==> src/rtl/dff_reg_pkg.sv <==
// Shared definitions for the dff_reg_arbiter block.
//   state_t  : arbiter FSM states
//   MAX_NREQ : largest supported requester count; index vectors are sized for it
//   IDX_W    : width of a requester index
//   rr_pick  : round-robin winner search starting at ptr, wrapping modulo nreq
package dff_reg_pkg;

    typedef enum logic {
        IDLE  = 1'b0,
        GRANT = 1'b1
    } state_t;

    localparam int MAX_NREQ = 8;
    localparam int IDX_W    = $clog2(MAX_NREQ);

    // Lowest rotation distance from ptr wins, so scan from the far end
    // down and let each hit overwrite the previous one.
    function automatic logic [IDX_W-1:0] rr_pick(
        input logic [MAX_NREQ-1:0] req,
        input logic [IDX_W-1:0]    ptr,
        input int                  nreq
    );
        logic [IDX_W-1:0] pick;
        int               idx;
        pick = ptr;
        idx  = 0;
        for (int k = MAX_NREQ - 1; k >= 0; k--) begin
            if (k < nreq) begin
                idx = (int'(ptr) + k) % nreq;
                if (req[idx[IDX_W-1:0]]) begin
                    pick = idx[IDX_W-1:0];
                end
            end
        end
        return pick;
    endfunction

endpackage

==> src/rtl/dff_reg_arbiter_if.sv <==
// Requester-side bus of the shared register arbiter.
//   req   : per-requester write request (level)
//   lock  : per-requester hold-grant request
//   wdata : packed write data, requester i at [i*WIDTH +: WIDTH]
//   gnt   : one-hot registered grant
//   busy  : arbiter is in GRANT
//   q     : shared register contents
//   q_bar : bitwise inverse of q
// master = requester side, slave = arbiter side.
interface dff_reg_arbiter_if #(
    parameter int NREQ  = 4,
    parameter int WIDTH = 8
);
    logic [NREQ-1:0]       req;
    logic [NREQ-1:0]       lock;
    logic [NREQ*WIDTH-1:0] wdata;
    logic [NREQ-1:0]       gnt;
    logic                  busy;
    logic [WIDTH-1:0]      q;
    logic [WIDTH-1:0]      q_bar;

    modport master (
        output req, lock, wdata,
        input  gnt, busy, q, q_bar
    );

    modport slave (
        input  req, lock, wdata,
        output gnt, busy, q, q_bar
    );

endinterface

==> src/rtl/dff_reg.sv <==
// WIDTH-bit D register with synchronous active-high reset and load enable.
//   clk   : rising-edge clock
//   reset : synchronous reset, clears q (has priority over load)
//   load  : capture d at the next edge
//   d     : data in
//   q     : stored value
//   q_bar : ~q
module dff_reg #(
    parameter int WIDTH = 8
) (
    input  logic             clk,
    input  logic             reset,
    input  logic             load,
    input  logic [WIDTH-1:0] d,
    output logic [WIDTH-1:0] q,
    output logic [WIDTH-1:0] q_bar
);

    always_ff @(posedge clk) begin
        if (reset) begin
            q <= '0;
        end else if (load) begin
            q <= d;
        end
    end

    assign q_bar = ~q;

endmodule

==> src/rtl/dff_reg_arbiter.sv <==
// Round-robin arbiter and write sequencer for one shared WIDTH-bit register.
//   clk   : rising-edge clock
//   reset : synchronous active-high reset
//   bus   : requester bus (req/lock/wdata in, gnt/busy/q/q_bar out)
//
// state | meaning
// IDLE  | no grant; pick next winner from ptr when any req is set
// GRANT | gnt one-hot on gidx; write on req[gidx], hold while locked
module dff_reg_arbiter
    import dff_reg_pkg::*;
#(
    parameter int NREQ     = 4,
    parameter int WIDTH    = 8,
    parameter int LOCK_MAX = 4
) (
    input  logic                   clk,
    input  logic                   reset,
    dff_reg_arbiter_if.slave       bus
);

    localparam int CW = $clog2(LOCK_MAX + 1);

    state_t           state, state_n;
    logic [NREQ-1:0]  gnt_r, gnt_n;
    logic [IDX_W-1:0] gidx, gidx_n;
    logic [IDX_W-1:0] ptr, ptr_n;
    logic [IDX_W-1:0] ptr_inc;
    logic [IDX_W-1:0] win;
    logic [CW-1:0]    cnt, cnt_n;
    logic             load;
    logic [WIDTH-1:0] d_sel;
    logic [MAX_NREQ-1:0] req_ext;
    logic [MAX_NREQ-1:0] lock_ext;

    assign req_ext  = MAX_NREQ'(bus.req);
    assign lock_ext = MAX_NREQ'(bus.lock);
    assign win      = rr_pick(req_ext, ptr, NREQ);
    assign ptr_inc  = (gidx == IDX_W'(NREQ - 1)) ? '0 : gidx + IDX_W'(1);

    always_comb begin
        d_sel = '0;
        for (int i = 0; i < NREQ; i++) begin
            if (gidx == IDX_W'(i)) begin
                d_sel = bus.wdata[i*WIDTH +: WIDTH];
            end
        end
    end

    always_comb begin
        state_n = state;
        gnt_n   = gnt_r;
        gidx_n  = gidx;
        ptr_n   = ptr;
        cnt_n   = cnt;
        load    = 1'b0;
        case (state)
            IDLE: begin
                gnt_n = '0;
                if (|bus.req) begin
                    for (int i = 0; i < NREQ; i++) begin
                        gnt_n[i] = (win == IDX_W'(i));
                    end
                    gidx_n  = win;
                    cnt_n   = '0;
                    state_n = GRANT;
                end
            end
            GRANT: begin
                if (req_ext[gidx]) begin
                    load  = 1'b1;
                    cnt_n = cnt + CW'(1);
                    if (!(lock_ext[gidx] && (int'(cnt) + 1 < LOCK_MAX))) begin
                        state_n = IDLE;
                        gnt_n   = '0;
                        ptr_n   = ptr_inc;
                    end
                end else begin
                    state_n = IDLE;
                    gnt_n   = '0;
                    ptr_n   = ptr_inc;
                end
            end
            default: begin
                state_n = IDLE;
                gnt_n   = '0;
            end
        endcase
    end

    always_ff @(posedge clk) begin
        if (reset) begin
            state <= IDLE;
            gnt_r <= '0;
            gidx  <= '0;
            ptr   <= '0;
            cnt   <= '0;
        end else begin
            state <= state_n;
            gnt_r <= gnt_n;
            gidx  <= gidx_n;
            ptr   <= ptr_n;
            cnt   <= cnt_n;
        end
    end

    assign bus.gnt  = gnt_r;
    assign bus.busy = (state == GRANT);

    // Reset inside dff_reg overrides load, so a reset during GRANT drops the write.
    dff_reg #(.WIDTH(WIDTH)) u_reg (
        .clk   (clk),
        .reset (reset),
        .load  (load),
        .d     (d_sel),
        .q     (bus.q),
        .q_bar (bus.q_bar)
    );

endmodule

==> src/flat_wrapper.sv <==
// flat-port wrapper written by rule: the top's interface ports become plain ports
module dff_reg_arbiter_flat import dff_reg_pkg::*;
#(
    parameter int NREQ     = 4,
    parameter int WIDTH    = 8,
    parameter int LOCK_MAX = 4
)
  (clk, reset, bus_req, bus_lock, bus_wdata, bus_gnt, bus_busy, bus_q, bus_q_bar);
  dff_reg_arbiter_if #(.NREQ(NREQ), .WIDTH(WIDTH)) bus_i ();
  input  logic clk;
  input  logic reset;
  input wire logic [$bits(bus_i.req)-1:0] bus_req;
  input wire logic [$bits(bus_i.lock)-1:0] bus_lock;
  input wire logic [$bits(bus_i.wdata)-1:0] bus_wdata;
  output wire logic [$bits(bus_i.gnt)-1:0] bus_gnt;
  output wire logic [$bits(bus_i.busy)-1:0] bus_busy;
  output wire logic [$bits(bus_i.q)-1:0] bus_q;
  output wire logic [$bits(bus_i.q_bar)-1:0] bus_q_bar;
  assign bus_i.req = bus_req;
  assign bus_i.lock = bus_lock;
  assign bus_i.wdata = bus_wdata;
  assign bus_gnt = bus_i.gnt;
  assign bus_busy = bus_i.busy;
  assign bus_q = bus_i.q;
  assign bus_q_bar = bus_i.q_bar;
  dff_reg_arbiter #(.NREQ(NREQ), .WIDTH(WIDTH), .LOCK_MAX(LOCK_MAX)) u_core (.clk(clk), .reset(reset), .bus(bus_i));
endmodule
==> config.mk <==
export PLATFORM = sky130hd
export DESIGN_NAME = dff_reg_arbiter_flat
export DESIGN_NICKNAME = d
export VERILOG_FILES = /design/src/rtl/dff_reg_pkg.sv /design/src/rtl/dff_reg_arbiter_if.sv /design/src/rtl/dff_reg.sv /design/src/rtl/dff_reg_arbiter.sv /design/src/flat_wrapper.sv
export SDC_FILE = /design/constraint.sdc
export NUM_CORES = 1
export LEC_CHECK = 0
export ABC_AREA = 1
export CAP_MARGIN = 5
export CORE_MARGIN = 1
export CORE_UTILIZATION = 45
export DETAILED_ROUTE_END_ITERATION = 6
export PLACE_DENSITY = 0.85
export SYNTH_ARGS = -nofsm -noshare
export SYNTH_HDL_FRONTEND = slang
export SYNTH_SLANG_ARGS = --single-unit
==> constraint.sdc <==
create_clock -name clk -period 4.25 [get_ports clk]
set_clock_uncertainty 0.2 [all_clocks]
set_input_delay 0.425 -clock clk [delete_from_list [all_inputs] [get_ports clk]]
set_output_delay 0.425 -clock clk [all_outputs]
set_load 0.01 [all_outputs]
==> results of run 1 <==
-- cells in the final DEF, fill, tap and decap left out --
cell type / Yosys / routed
nor2_8: 2 / 2
nand3_1: 27 / 27
dfxtp_1: 21 / 21
nor2_1: 11 / 11
a21oi_1: 24 / 24
o211ai_1: 4 / 4
o21ai_0: 19 / 19
nand4_1: 3 / 3
a21boi_1: 1 / 1
nand2_4: 1 / 1
clkinv_2: 0 / 1
nor3_1: 1 / 1
o21ai_2: 1 / 1
o21ai_1: 6 / 6
inv_2: 3 / 3
inv_1: 28 / 28
xor2_1: 1 / 1
inv_6: 1 / 1
a21oi_2: 1 / 1
nand2_2: 1 / 1
nand2_1: 56 / 56
nand3b_4: 1 / 1
clkdlybuf4s50_1: 0 / 62
ha_1: 5 / 5
clkbuf_4: 0 / 3
-- worst paths after layout --
kind,start,endpoint,slack (ns),cells after the start
min reg2reg,u_core.bus.gnt[3],u_core.bus.gnt[3],0.28,2
max,u_core.gidx[0],u_core.u_reg.q[3],2.12,10
max reg2reg,u_core.gidx[0],u_core.u_reg.q[3],2.12,10
min,u_core.bus.gnt[3],u_core.bus.gnt[3],0.28,2
-- cell families after synthesis --
logic type / after synthesis
AND/OR/NAND/NOR: 103
XOR/XNOR: 1
buffers and inverters: 38
adder cells (fa/ha/maj): 5
AO/OA/AOI/OAI: 56
flip-flops: 21
-- registers in the layout, indices dropped and copies added, names as in the netlist --
name and cells:
u_core.bus.busy 1, u_core.u_reg.q 8, u_core.bus.gnt 4, u_core.gidx 3, u_core.cnt 3, u_core.ptr 2
-- Yosys cell counts (all sizes together) --
master,instances
nand3b,1
a21oi,25
nand3,27
inv,32
nand2,58
o211ai,4
nand4,3
ha,5
nor2,13
nor3,1
xor2,1
buf,3
a21boi,1
dfxtp,21
clkbuf,3
o21ai,26
-- layer usage --
layer | part of all wire, % | up-vias | global-route usage (%)
li1 | - | 861 | -
met1 | 49 | 712 | 30.29
met2 | 45 | 44 | 36.78
met3 | 5.6 | 4 | 3.297
met4 | 0.98 | 0 | 6.803
met5 | 0 | - | 0
-- power breakdown --
group	leakage, nW	switching, mW	total (mW)	internal (mW)
clock network	0.0177	0.0608	0.0959	0.0351
registers	0.172	0.0282	0.254	0.226
logic	0.762	0.220	0.397	0.177
total	0.952	0.309	0.746	0.438
-- cell type report --
class	instances	area, um^2
fill	263	944.7
clock buffer	3	22.52
timing repair buffer	62	620.6
multi-input combinational	165	859.6
clock inverter	1	5.005
sequential	21	420.4
inverter	32	125.1
tap	44	55.05
-- stage by stage --
step / utilization (%) / power [mW]
5_1_grt: 69.06 / 0.8101
3_3_place_gp: 68.16 / 0.6461
4_1_cts: 69.06 / 0.7470
6_report: 69.06 / 0.7464
3_5_place_dp: 68.16 / 0.6523
2_1_floorplan: - / 0.5041
-- worst register-to-register path: cells and delay by family (launching register included) --
| family | cells | cell delay, ns |
|---|---|---|
| AND/OR/NAND/NOR | 4 | 0.68 |
| AO/OA/AOI/OAI | 3 | 0.42 |
| flip-flops | 1 | 0.41 |
| buffers and inverters | 2 | 0.20 |
| adder cells (fa/ha/maj) | 1 | 0.16 |
==> summary.md, run 1 <==
| Metric | Value |
|---|---|
| Simple-gate share of the synthesized area | 33.88% |
| Setup Buffers After CTS | 0 |
| Initial Utilization | about 47% |
| Critical path fanouts, max | 8 |
| Slew Limit Fails | 0 |
| CTS tree | done |
| Clock Tree Root | clkbuf_4 |
| Buf/Inv on CP | 2 |
| Peak Freq | between 0.4 and 0.5 GHz |
| Worst skew pair latency | 0.30 ns |
| Worst hold slack | between 0.2 and 0.3 ns |
| Antenna diode count | 0 |
| Antenna Violating Nets Remaining | 0 |
| Synth Cell Area | 1440 um^2 |
| Die Span Y | around 59 um |
| Setup ws final | between 2 and 2.5 ns |
| WL final | around 3.9 mm |
| Io pins | 63 |
| Top post-synthesis cells by area | dfxtp_1 (29%), nand2_1 (15%), nand3_1 (9.4%) |
| Post-CTS Hold Buffers | 0 |
| Total CTS buffers | 3 |
| Final setup fails | 0 |
| Sequential cell area fraction in the yosys report | around 29% |
| RSZ-0062 raised after global routing | false |
| Mean post-synth cell area | ~6.4 um^2 |
| Layout cells sized above 1 | approximately 5.3% |
| Final Critical Period | around 2.1 ns |
| VDD IR max | approximately 0.28 mV |
| Cells after synthesis | around 220 |
| CP Class | reg2reg |
| Post-cts gate resize count | 0 |
| Largest net degree at the start of global routing | 17 |
| Final net count | 332 |
| Distinct cells, synth | 26 |
| First-pass GRT wire length | about 6 mm |
| Largest family of logic cells by synthesized area | simple AND/OR/NAND/NOR gates |
| CORE AREA | slightly above 3000 um^2 |
| Routed vias/inst | roughly 5 |
| Die area | ~3400 um^2 |
| Total placed cells including tap cells | about 320 |
| Initial antenna violation count | 0 |
| Mux cell area share after synthesis | 0% |
| P_leak | between 0.9 and 1 nW |
| Port Buffers | 62 |
| DR WL/cell | 11.81 um |
| DP HPWL | approximately 3.1 mm |
| Worst EP arrival | between 2 and 2.5 ns |
| Crit path cell chain | inv_2 > ha_1 > inv_1 > nor2_1 > nand3_1 > nand3_1 > o21ai_0 > nand2_1 > o21ai_0 > a21oi_1 |
| GRT Resource Usage Total | between 20 and 25% |
| Biggest area consumer among synthesized cells | dfxtp_1 |
| Pwr/cell area | approximately 350 nW/um^2 |
| Top cell type's share of synthesized area | 29.19% |
| H-tree depth | 1 |
| Adder-cell share of the synthesized area | under 10% |
| CP Data Required Time | roughly 4.3 ns |
| Detailed-route DRC error count | 0 |
| Setup WS pre-CTS | roughly 1.9 ns |
| CTS max path bufs | 2 |
| Max stage delay on crit path | around 0.41 ns |
| Tcrit/Tclk final | approximately 50% |
| RD Place Congestion | a little under 0.9 |
| Vias in the first global route | about 1400 |
| DP Area | 2081 um^2 |
| Final Hold Viols | 0 |
| Max-Cap Viols | 0 |
| Die width | a little under 60 um |
| Worst Max-Slew Pin Slew | just under 0.5 ns |
| Critical Path Slowest Stage Cell | dfxtp_1 |
| Worst Hold Class | reg2reg |
| Syn nets | 271 |
| Status | completed |
| Synth Register Bits | 21 |
| Xor/xnor cell area share of the yosys netlist | less than 1% |
| Area Growth Syn to Fin | 46.39% |
| Clock Sink Count | 21 |
| Core Rows | 20 |
| Clk slew on worst S/H paths | about 0.12 ns |
| Design area | approximately 2100 um^2 |
| Initial DRC Count | 68 |
| Yosys warnings | 0 |
| Rel. slew slack | between 60% and 70% |
| DRT Pass-1 Iters | 4 |
| Grt ovf | 0 |
| Vias | about 1600 |
| Top delay family on crit path | simple AND/OR/NAND/NOR gates |
| Startpoint types | flop |
| Post-synthesis compound-gate area fraction | a little over a fifth |
| Type of element capturing the critical path | flop |
| Setup TNS | 0 ns |
| Cell Count, Final, Fillers Out | around 330 |
Power figures use the tool's default switching activity.
==> inputs of run 2 (changes only) <==
--- a/config.mk
+++ b/config.mk
@@ -8,9 +8,9 @@
 export ABC_AREA = 1
 export CAP_MARGIN = 5
 export CORE_MARGIN = 1
-export CORE_UTILIZATION = 45
+export CORE_UTILIZATION = 42
 export DETAILED_ROUTE_END_ITERATION = 6
-export PLACE_DENSITY = 0.85
+export PLACE_DENSITY = 0.8
 export SYNTH_ARGS = -nofsm -noshare
 export SYNTH_HDL_FRONTEND = slang
 export SYNTH_SLANG_ARGS = --single-unit
==> constraint.sdc (replaced) <==
create_clock -name clk -period 2.2 [get_ports clk]
set_clock_uncertainty 0.2 [all_clocks]
set_input_delay 0.22 -clock clk [delete_from_list [all_inputs] [get_ports clk]]
set_output_delay 0.22 -clock clk [all_outputs]
set_load 0.01 [all_outputs]
==> summary.md, run 2 (synthesis gave the netlist of run 1 again) <==
| Metric | Value |
|---|---|
| Status | completed |
| Setup Buffers After CTS | 0 (unchanged) |
| Layout cells sized above 1 | 6.574% (+1.3 points) |
| Worst EP arrival | 2.07 ns (-0.10 ns) |
| Grt ovf | 0 (unchanged) |
| DRT Pass-1 Iters | 4 (unchanged) |
| Final Critical Period | 2.023 ns (-0.1083 ns) |
| DP HPWL | 3.209 mm (+3.1%) |
| Clk slew on worst S/H paths | 0.12 ns (about the same) |
| Pwr/cell area | 682.5 nW/um^2 (+93%) |
| CTS max path bufs | 2 (unchanged) |
| Multi-input logic area | 859.6 um^2 (unchanged) |
| Post-CTS Hold Buffers | 0 (unchanged) |
| Core Rows | 20 (unchanged) |
| Clock Sink Count | 21 (unchanged) |
| Slew Limit Fails | 0 (unchanged) |
| Detailed-route DRC error count | 0 (unchanged) |
| Top delay family on crit path | simple AND/OR/NAND/NOR gates |
| Most used cell, CP | nand2_1 |
| Antenna Violating Nets Remaining | 0 (unchanged) |
| Routed vias/inst | 4.874 (-1.4%) |
| Io pins | 63 (unchanged) |
| First-pass GRT wire length | 5.927 mm (-0.22%) |
| Tcrit/Tclk final | 91.97% (+42 points) |
| RD Place Congestion | 0.8285 (-6.4%) |
| Setup ws final | 0.1766 ns (-1.942 ns) |
| DR WL/cell | 11.97 um (+1.4%) |
| Setup TNS | 0 ns (unchanged) |
| Port Buffers | 62 (unchanged) |
| CTS tree | done |
| Worst Hold Class | reg2reg |
| Commonest non-fill, non-tap cells in the layout | clkdlybuf4s50_1 (62), nand2_1 (56), inv_1 (28) |
| Die Span Y | 60.56 um (+3.4%) |
| Die width | 60.56 um (+3.4%) |
| Final setup fails | 0 (unchanged) |
| Critical path fanouts, max | 9 (+1) |
| P_leak | 0.9745 nW (+2.3%) |
| Fin util | 68.02% (-1.0 points) |
| Final Total Pwr | 1.464 mW (+96%) |
| Number of flip-flops in the largest register | 8 (unchanged) |
| RSZ-0062 raised after global routing | false |
| FF+latch area | 420.4 um^2 (unchanged) |
| Rel. slew slack | 71.42% (+4.5 points) |
| Buf/Inv on CP | 2 (unchanged) |
| Largest net degree at the start of global routing | 16 (-1) |
| Commonest non-fill, non-tap cell in the layout | clkdlybuf4s50_1 |
| Vias in the first global route | 1372 (+1.6%) |
| Max stage delay on crit path | 0.37 ns (-0.04 ns) |
| GRT Resource Usage Total | 21.68% (-0.65 points) |
| Total CTS buffers | 3 (unchanged) |
| CP Class | reg2reg |
| Peak Freq | 0.4942 GHz (+5.4%) |
| Setup WS pre-CTS | 0.2109 ns (-1.716 ns) |
| Final net count | 337 (+1.5%) |
| Max-Cap Viols | 0 (unchanged) |
| Vias | 1623 (+0.12%) |
| Startpoint types | flop |
| Post-cts gate resize count | 0 (unchanged) |
| CORE AREA | 3153 um^2 (+3.3%) |
| Worst hold slack | 0.2760 ns (-0.002832 ns) |
| Final Hold Viols | 0 (unchanged) |
| Type of element capturing the critical path | flop |
| Worst skew pair latency | 0.31 ns (about the same) |
| Die area | 3667 um^2 (+6.9%) |
| Critical Path Slowest Stage Cell | dfxtp_1 |
| Layout fillers | 291 (+11%) |
| Initial DRC Count | 112 (+65%) |
| CP Data Required Time | 2.25 ns (-2.04 ns) |
| VDD IR max | 0.5156 mV (+85%) |
| Worst Max-Slew Pin Slew | 0.4272 ns (-0.06799 ns) |
| Clock Tree Root | clkbuf_4 |
| Initial antenna violation count | 0 (unchanged) |
| Area Growth Syn to Fin | 48.91% |
| Largest reg by FF count | u_core.u_reg.q |
| Antenna diode count | 0 (unchanged) |
| H-tree depth | 1 (unchanged) |
| WL final | 3.987 mm (+2.9%) |
| Crit path cell chain | inv_1 > ha_1 > inv_2 > nor2_1 > nand2_1 > nand3_1 > o21ai_1 > nand2_1 > o21ai_0 > a21oi_1 |
| Initial Utilization | 45.67% (-1.5 points) |
run 2: cell types whose count changed in the layout (fill, tap and decap cells not counted), sizes merged:
cell	delta
buf	+5
clkbuf	+1
clkinv	-1
run 2: area by class of cell:
type	count	area share (%)
multi-input combinational	165	40.08
inverter	32	5.834
tap	44	2.567
sequential	21	19.60
timing repair buffer	67	30.69
clock buffer	4	1.225
run 2: metal layers:
metal / global-route usage (%) / routed length [um] / vias to the layer above
met1: 31.03 / 1913 / 701
met4: 7.792 / 41 / 0
met5: 0 / 0 / -
met2: 34.54 / 1825 / 51
li1: - / - / 867
met3: 1.279 / 208 / 4
run 2: power by group:
part	total [mW]	internal (mW)	switching (mW)
registers	0.486	0.436	0.0501
clock network	0.192	0.0709	0.122
logic	0.785	0.357	0.429
run 2: worst paths after layout:
check / depth (start not counted) / from / to / slack [ns]
min reg2reg: 2 / u_core.bus.gnt[2] / u_core.bus.gnt[2] / 0.28
max: 10 / u_core.gidx[1] / u_core.u_reg.q[4] / 0.18
max reg2reg: 10 / u_core.gidx[1] / u_core.u_reg.q[4] / 0.18
min: 2 / u_core.bus.gnt[2] / u_core.bus.gnt[2] / 0.28
run 2: per-stage QoR:
stage                     instances  instance area [um^2]
after floorplan                 224                  1440
after global placement          329                  2118
after detailed placement        329                  2118
after CTS                       333                  2145
after global routing            333                  2145
final                           333                  2145
run 2: worst register-to-register path: stages (launching register included):
cell and delay (ns):
dfxtp_1 0.37, inv_1 0.16, ha_1 0.19, inv_2 0.07, nor2_1 0.35, nand2_1 0.09
nand3_1 0.09, o21ai_1 0.07, nand2_1 0.06, o21ai_0 0.14, a21oi_1 0.17
==> inputs of run 3 (changes only) <==
--- a/config.mk
+++ b/config.mk
@@ -6,7 +6,6 @@
 export NUM_CORES = 1
 export LEC_CHECK = 0
 export ABC_AREA = 1
-export CAP_MARGIN = 5
 export CORE_MARGIN = 1
 export CORE_UTILIZATION = 42
 export DETAILED_ROUTE_END_ITERATION = 6
==> results of run 3 <==
Same layout as run 2: the final DEF is identical, and so are final timing and power.
